$ cat src/rtl/seq_pkg.sv
// Shared types and defaults for the sequence-loader state block.
package seq_pkg;

    localparam int unsigned DEFAULT_DATA_W = 8;
    localparam int unsigned DEFAULT_DEPTH  = 4;

    localparam logic MODE_RELOAD = 1'b0;
    localparam logic MODE_APPEND = 1'b1;

    typedef enum logic [1:0] {
        StIdle  = 2'd0,
        StReq   = 2'd1,
        StWrite = 2'd2,
        StDone  = 2'd3
    } seq_state_e;

endpackage

$ cat src/rtl/seq_load_state.sv
// Sequence loader: pulls words from the LFSR block and writes them into sequence memory,
// either as a full reload of a programmable length or as a single appended entry per round.
module seq_load_state
    import seq_pkg::*;
#(
    parameter int unsigned DATA_W = DEFAULT_DATA_W,
    parameter int unsigned DEPTH  = DEFAULT_DEPTH,
    parameter int unsigned ADDR_W = $clog2(DEPTH)
) (
    input  logic              clk,
    input  logic              rst_n,
    input  logic              en_LOAD,
    input  logic              mode_APPEND,
    input  logic [ADDR_W:0]   load_len,
    input  logic              complete_LFSR,
    input  logic [DATA_W-1:0] LFSR_output,
    output logic              en_LFSR,
    output logic [DATA_W-1:0] MEM_IN,
    output logic              MEM_LOAD,
    output logic [ADDR_W-1:0] MEM_LOAD_VAL,
    output logic [ADDR_W:0]   seq_len,
    output logic              full,
    output logic              complete_LOAD
);

    localparam logic [ADDR_W:0] DEPTH_CNT = (ADDR_W+1)'(DEPTH);
    localparam logic [ADDR_W:0] ONE       = (ADDR_W+1)'(1);

    seq_state_e        state_q;
    logic [ADDR_W:0]   idx_q;
    logic [ADDR_W:0]   target_q;
    logic [ADDR_W:0]   seq_len_q;
    logic [DATA_W-1:0] data_q;
    logic              en_lfsr_q;
    logic              mem_load_q;
    logic              complete_q;

    logic [ADDR_W:0]   eff_len;
    logic [ADDR_W:0]   idx_nxt;
    logic              full_w;

    // Zero or out-of-range lengths mean "fill the whole memory".
    always_comb begin
        eff_len = load_len;
        if (load_len == '0 || load_len > DEPTH_CNT) begin
            eff_len = DEPTH_CNT;
        end
    end

    assign idx_nxt = idx_q + ONE;
    assign full_w  = (seq_len_q == DEPTH_CNT);

    always_ff @(posedge clk or negedge rst_n) begin
        if (!rst_n) begin
            state_q    <= StIdle;
            idx_q      <= '0;
            target_q   <= '0;
            seq_len_q  <= '0;
            data_q     <= '0;
            en_lfsr_q  <= 1'b0;
            mem_load_q <= 1'b0;
            complete_q <= 1'b0;
        end else begin
            unique case (state_q)
                StIdle: begin
                    if (en_LOAD) begin
                        if (mode_APPEND == MODE_RELOAD) begin
                            seq_len_q <= '0;
                            idx_q     <= '0;
                            target_q  <= eff_len;
                            en_lfsr_q <= 1'b1;
                            state_q   <= StReq;
                        end else if (full_w) begin
                            complete_q <= 1'b1;
                            state_q    <= StDone;
                        end else begin
                            idx_q     <= seq_len_q;
                            target_q  <= seq_len_q + ONE;
                            en_lfsr_q <= 1'b1;
                            state_q   <= StReq;
                        end
                    end
                end
                StReq: begin
                    // Abort takes priority over a word arriving in the same cycle.
                    if (!en_LOAD) begin
                        en_lfsr_q <= 1'b0;
                        state_q   <= StIdle;
                    end else if (complete_LFSR) begin
                        data_q     <= LFSR_output;
                        en_lfsr_q  <= 1'b0;
                        mem_load_q <= 1'b1;
                        state_q    <= StWrite;
                    end
                end
                StWrite: begin
                    // The strobe already issued always lands, even if the operation is aborted.
                    mem_load_q <= 1'b0;
                    seq_len_q  <= idx_nxt;
                    idx_q      <= idx_nxt;
                    if (!en_LOAD) begin
                        state_q <= StIdle;
                    end else if (idx_nxt == target_q) begin
                        complete_q <= 1'b1;
                        state_q    <= StDone;
                    end else begin
                        en_lfsr_q <= 1'b1;
                        state_q   <= StReq;
                    end
                end
                StDone: begin
                    if (!en_LOAD) begin
                        complete_q <= 1'b0;
                        state_q    <= StIdle;
                    end
                end
                default: begin
                    state_q <= StIdle;
                end
            endcase
        end
    end

    assign en_LFSR       = en_lfsr_q;
    assign MEM_IN        = data_q;
    assign MEM_LOAD      = mem_load_q;
    assign MEM_LOAD_VAL  = idx_q[ADDR_W-1:0];
    assign seq_len       = seq_len_q;
    assign full          = full_w;
    assign complete_LOAD = complete_q;

endmodule

$ cat config.mk
export PLATFORM = sky130hd
export DESIGN_NAME = seq_load_state
export DESIGN_NICKNAME = d
export VERILOG_FILES = /design/src/rtl/seq_pkg.sv /design/src/rtl/seq_load_state.sv
export SDC_FILE = /design/constraint.sdc
export NUM_CORES = 1
export LEC_CHECK = 0
export ABC_CLOCK_PERIOD_IN_PS = 2000
export CORE_UTILIZATION = 42
export DETAILED_ROUTE_END_ITERATION = 8
export PLACE_DENSITY = 0.74
export SLEW_MARGIN = 5
export SYNTH_ARGS = -nofsm -noshare
export SYNTH_HDL_FRONTEND = slang
export SYNTH_SLANG_ARGS = --single-unit
$ cat constraint.sdc
create_clock -name clk -period 2 [get_ports clk]
set_clock_uncertainty 0.1 [all_clocks]
set_input_delay 0.6 -clock clk [delete_from_list [all_inputs] [get_ports clk]]
set_output_delay 0.6 -clock clk [all_outputs]
set_load 0.005 [all_outputs]
### Yosys cells after proc, flatten, opt, wreduce, memory -nomap -nowiden

Cells that the tools add are included.

* add/subtract/negate cells: 2
* multipliers: 0
* div/mod/pow operators: 0
* order comparisons: 1
* eq/ne operators: 18
* shift operators: 0
* multiplexer cells: 37
* bitwise operators: 0
* reduce and logical (&&, ||, !) cells: 15

Operator list (count)
* $mux 3: 8
* $ne 2x2->1 const B: 11
* $reduce_and 3->1: 6
* $mux 2: 8
* $mux 1: 15
* $pmux 3 s2: 2
* $pmux 2 s4: 1
* $reduce_and 7->1: 1
* $add 3x1->3 const B: 2
* $ne 3x3->1 const B: 2
* $pmux 1 s3: 2
* $reduce_and 6->1: 1
* $reduce_bool 3->1: 2
* $eq 2x2->1 const B: 2
* $reduce_bool 2->1: 2
* $eq 3x3->1: 1
* $eq 3x3->1 const B: 1
* $gt 3x3->1 const B: 1
* $logic_not 3->1: 1
* $eq 2x1->1 const B: 1
* $logic_not 2->1: 1
* $pmux 1 s2: 1
* $logic_or 1x1->1: 1

* register bits: 22
* bits in latches: 0
* memory bits (writable): 0
* bits in read-only memories: 0
* input bits: 16
* memories kept: 0

### Depth between registers and ports, before layout

* depth in word-level cells: 5
* gate-level depth with buffers: 6
* mapped depth without buffers: 6

### Least setup slack after synthesis

Ideal clock, no wire load.

* path kind: register to register
* start point: reg idx_q[0]
* end point: reg state_q[1]
* data arrival time: 1.695 ns
* required time: 1.780 ns
* setup slack: 0.085 ns
* stages on the path, launching flop included: 6
* buffers on the path: 0
* period minus slack after synthesis: 1.915 ns
* cells stage by stage: dfrtp_1 -> ha_1 -> xnor3_1 -> and4_4 -> or3_4 -> o211a_1

* longest elaborated chain between the ends: 5

RTL lines
* start, declared: line seq_load_state.sv:30 `logic [ADDR_W:0] idx_q;`
* start signal, assigned: line seq_load_state.sv:77 `idx_q <= seq_len_q;`
* start signal, assigned: line seq_load_state.sv:100 `idx_q <= idx_nxt;`
* $add 3x1->3: line seq_load_state.sv:50 `assign idx_nxt = idx_q + ONE;`
* $eq 3x3->1: line seq_load_state.sv:103 `end else if (idx_nxt == target_q) begin`
* $mux 2: line seq_load_state.sv:103
* $mux 2: line seq_load_state.sv:101 `if (!en_LOAD) begin`
* $pmux 2 s4: line seq_load_state.sv:64 `unique case (state_q)`
* end signal, assigned: line seq_load_state.sv:102 `state_q <= StIdle;`
* end signal, assigned: line seq_load_state.sv:105 `state_q <= StDone;`
* end signal, assigned: line seq_load_state.sv:108 `state_q <= StReq;`
* end, declared: line seq_load_state.sv:29 `seq_state_e state_q;`

Every way passes these cells.
A chain may end at the register's enable or synchronous reset.

### Worst setup path after layout

* start point: reg seq_len_q[2], in the netlist seq_len[2]
* end point: out seq_len[2]

RTL lines
* start, declared: line seq_load_state.sv:32 `logic [ADDR_W:0] seq_len_q;`
* start signal, assigned: line seq_load_state.sv:99 `seq_len_q <= idx_nxt;`
* end, declared: line seq_load_state.sv:21 `output logic [ADDR_W:0] seq_len,`

No word-level cell between the ends.

==> run summary <==
For the pin with the worst max-slew slack, the measured transition is 379 ps. The cell with the biggest individual delay on the critical path was clkdlybuf4s50_1. The worst path uses 96.1% of the clock period. The synthesized design contains 22 register bits. The run gives 0 as the number of antenna violations at the first check in global routing. For this run, the detailed router's first-pass iteration total came to 4. Across every metal layer, demand over resource in global routing totals 20.3%.

The worst setup path is launched from a register. For this run, the number of standard cells in the final layout without fillers is 182. Summed over all cells, the static leakage comes to 0.000774 uW. The flow ran to the end, and the final reports show no timing, DRC or antenna violations. Yosys instantiated no cell more often than dfrtp_1. The number of antenna-violating nets in the routed design is 0, and the fraction of final layout cells with drive strength greater than 1 is 23.7%. The first global-routing pass estimated 4.14 mm of wire.

Summing all multi-input logic gate instances after layout gives 556 um^2. By startpoint and endpoint, the worst setup path is classified as reg -> out. At the end of routability-driven placement, the weighted congestion stood at 0.811. The initial utilization of the core area, before any placement, comes to 45.1%. Worst IR drop on VDD: 0.967 mV.

Share of the yosys chip area belonging to registers: 48.8%. Once placement finished, the instance area stood at 1530 um^2. During I/O placement, the number of pins put on the boundary was 33.

The area growth from synthesis to layout is 45.7%. Counting along the longest clock path gives a buffer depth of 2. The DRC violation total after the first TritonRoute iteration came out at 23. In the routed layout, each cell is associated on average with a via count of 5.31. Arrival time of data at the critical path endpoint: 1220 ps. In the final layout, flip-flops and latches occupy 552 um^2. The biggest area contributor in the post-synthesis netlist is dfrtp_1. After detailed routing, the number of remaining DRC violations is 0. The signal on the critical path passes through clkdlybuf4s50_1. Net count of the mapped netlist: 128.

The wire-length estimate of the detail-placed layout is 1.93 mm. The tools report the total of endpoints with negative setup slack in the final report as 0. Setup slack on the worst reg-to-reg path comes out at 80 ps. The synthesized design devotes to its leading area cell type 48.8% of total area. The tools report the overall power after layout as 1990 uW. Measured along the y axis, the die boundary spans 53.8 um. After synthesis, the most frequently instantiated cells are dfrtp_1 (22), nand2_1 (11), a21oi_1 (7), mux2_2 (7). CTS placed an instance of clkbuf_4 at the clock tree root.

For this run the aggregate overflow at the end of global routing stands at 0. Global routing used 36.0% of the available met2 tracks. During synthesis, Yosys emitted a total of 0 warnings. The floorplan step defined a die boundary enclosing 2900 um^2. At the worst endpoint, the required time is 1300 ps. Clock tree synthesis found a total of 22 sinks.

The critical path buffer and inverter count was 1. For the depth of the CTS H-tree, the log shows 1. Counting every instance in the synthesized netlist gives 108. Yosys attributes the largest share of cell area to dfrtp_1 (49%), mux2_2 (7.0%), ha_1 (4.4%). The routed design could run at a clock period as short as 1920 ps. The clock input transition at the sequential cells of the worst setup and hold paths is 120 ps. In the global route stage, met1 resource usage came out at 23.7%.

The path class of the tightest hold or removal check is reg -> reg. After detailed routing, the total wire length is 2.63 mm. Cts-stage hold buffer count: 0.

Dividing the detail-routed wire length by the instance count gives 14.4 um. Busiest layer in global routing: met2. Number of max-slew violations in the final report: 0.

The number of antenna diodes in the final layout is 0. The number of fill cells was 194; the peak clock frequency supported by timing was 520 MHz. In this design, the largest share of critical-path delay is due to buffers and inverters. TritonCTS built the clock tree. For the post-synth design cell area, the log shows 1130 um^2. Setup repair after global routing left no endpoint under its margin. After synthesis, the netlist uses 33 different library cells. OpenSTA, run right after detailed placement, puts the worst setup slack at -162 ps.

Floorplan core area: 2500 um^2. The worst slack on hold paths is 399 ps, and the power per unit of standard cell area is 1210 nW/um^2. Counting flops with a built-in enable in the synthesized netlist gives 0. The finished cells cover 1640 um^2. The total number of placement rows is 18.

The final hold violation count was 0; the number of global-route vias before repair was 982. The tightest slew margin relative to the limit is 74.7%. The clock latency on the worst-skew pair is 300 ps. The maximum cell stage delay along the critical path is 500 ps, and the share of synthesized flip-flops with an asynchronous set or reset is 100%. The total via count in the routed design is 967, and the number of nets in the layout is 173. In this run the worst path has a maximum fanout of 5. STA classifies the critical path endpoint as a primary output. Buffers inserted during clock tree synthesis total 3. Setup slack closes at 77.7 ps.

Max-cap violations in this run came to 0. The most used flip-flop cell after synthesis is dfrtp_1. Die span in x: 53.8 um.

The run gives 23 as the maximum number of pins on one net before global-route repair. The mean area per synthesized cell is 10.4 um^2, and the number of port buffers is 32. Global routing used 5.93% of the available met3 tracks. The run gives 174 as the cell total after placement.
## cells in the final DEF (no fill, tap or decap), drive strengths merged, types with 2 or more instances in the layout
| master | netlist | final |
|---|---|---|
| nand3 | 4 | 4 |
| nor3b | 2 | 2 |
| nand3b | 2 | 2 |
| clkbuf | 4 | 4 |
| dlygate4sd2 | 0 | 2 |
| buf | 2 | 14 |
| ha | 4 | 4 |
| nand2b | 2 | 2 |
| mux2 | 8 | 8 |
| o21ai | 10 | 10 |
| dlymetal6s2s | 0 | 2 |
| clkdlybuf4s50 | 0 | 27 |
| dfrtp | 22 | 22 |
| xnor2 | 2 | 2 |
| nand4 | 2 | 2 |
| xor2 | 2 | 2 |
| nor2 | 5 | 5 |
| a21oi | 7 | 7 |
| nor2b | 2 | 2 |
| inv | 5 | 5 |
| nand2 | 11 | 11 |
| a32oi | 2 | 2 |
## routing by layer
layer	part of all wire (%)	up-vias
li1	-	461
met1	44	476
met2	49	30
met3	6.7	0
met4	0	0
met5	0	-
## state kept, by name, summed over array words and instances (netlist names)
name,cells
MEM_IN,8
MEM_LOAD,1
complete_LOAD,1
en_LFSR,1
idx_q,3
seq_len,3
state_q,2
target_q,3
## power breakdown
part	total, uW	switching (uW)	internal, uW
sequential	734	131	603
clock	338	136	202
combinational	921	350	572
total	1990	616	1380
## logic make-up after synthesis
kind of cell / Yosys count / share of synthesized area, %
muxes: 8 / 7.99
and+or+nand+nor: 34 / 16.2
adders and majority gates: 4 / 4.44
xor gates and xnor gates: 5 / 5.11
buffers and inverters: 11 / 4.33
AOI/OAI and AO/OA: 24 / 13.1
DFF: 22 / 48.8
## worst min-delay path, stage by stage, from the launching register on
cell and delay [ps]:
dfrtp_1 370, nand2_1 60, o21ai_2 50
## per-stage QoR
| step | TNS (ps) | util [%] |
|---|---|---|
| floorplan | 0 | - |
| global placement | -66.1 | 61.2 |
| detailed placement | -162 | 61.2 |
| CTS | -27.1 | 63.8 |
| global route | 0 | 65.7 |
| finish | 0 | 65.7 |
## what timing repair did
action,4_1_cts,5_1_grt
setup buffers,0,4
setup endpoints to repair,4,5
resized for setup,8,7
## path summary, 6_finish.rpt
kind,start,to,depth (start not counted)
min in group asynchronous,rst_n,target_q[2],2
setup / recovery,seq_len[2],seq_len[2],1
hold / removal,en_LFSR,en_LFSR,2
setup reg to reg,idx_q[0],state_q[1],5
hold reg to reg,en_LFSR,en_LFSR,2
max in group asynchronous,rst_n,seq_len[2],2
## layout make-up
class                           instances  area share, %
Timing Repair Buffer                   46           26.0
Sequential cell                        22           33.6
Multi-Input combinational cell         75           33.8
Tap cell                               30           2.28
Inverter                                5           1.14
Clock buffer                            3           1.37
Clock inverter                          1           1.83
Power figures use the tool's default switching activity.
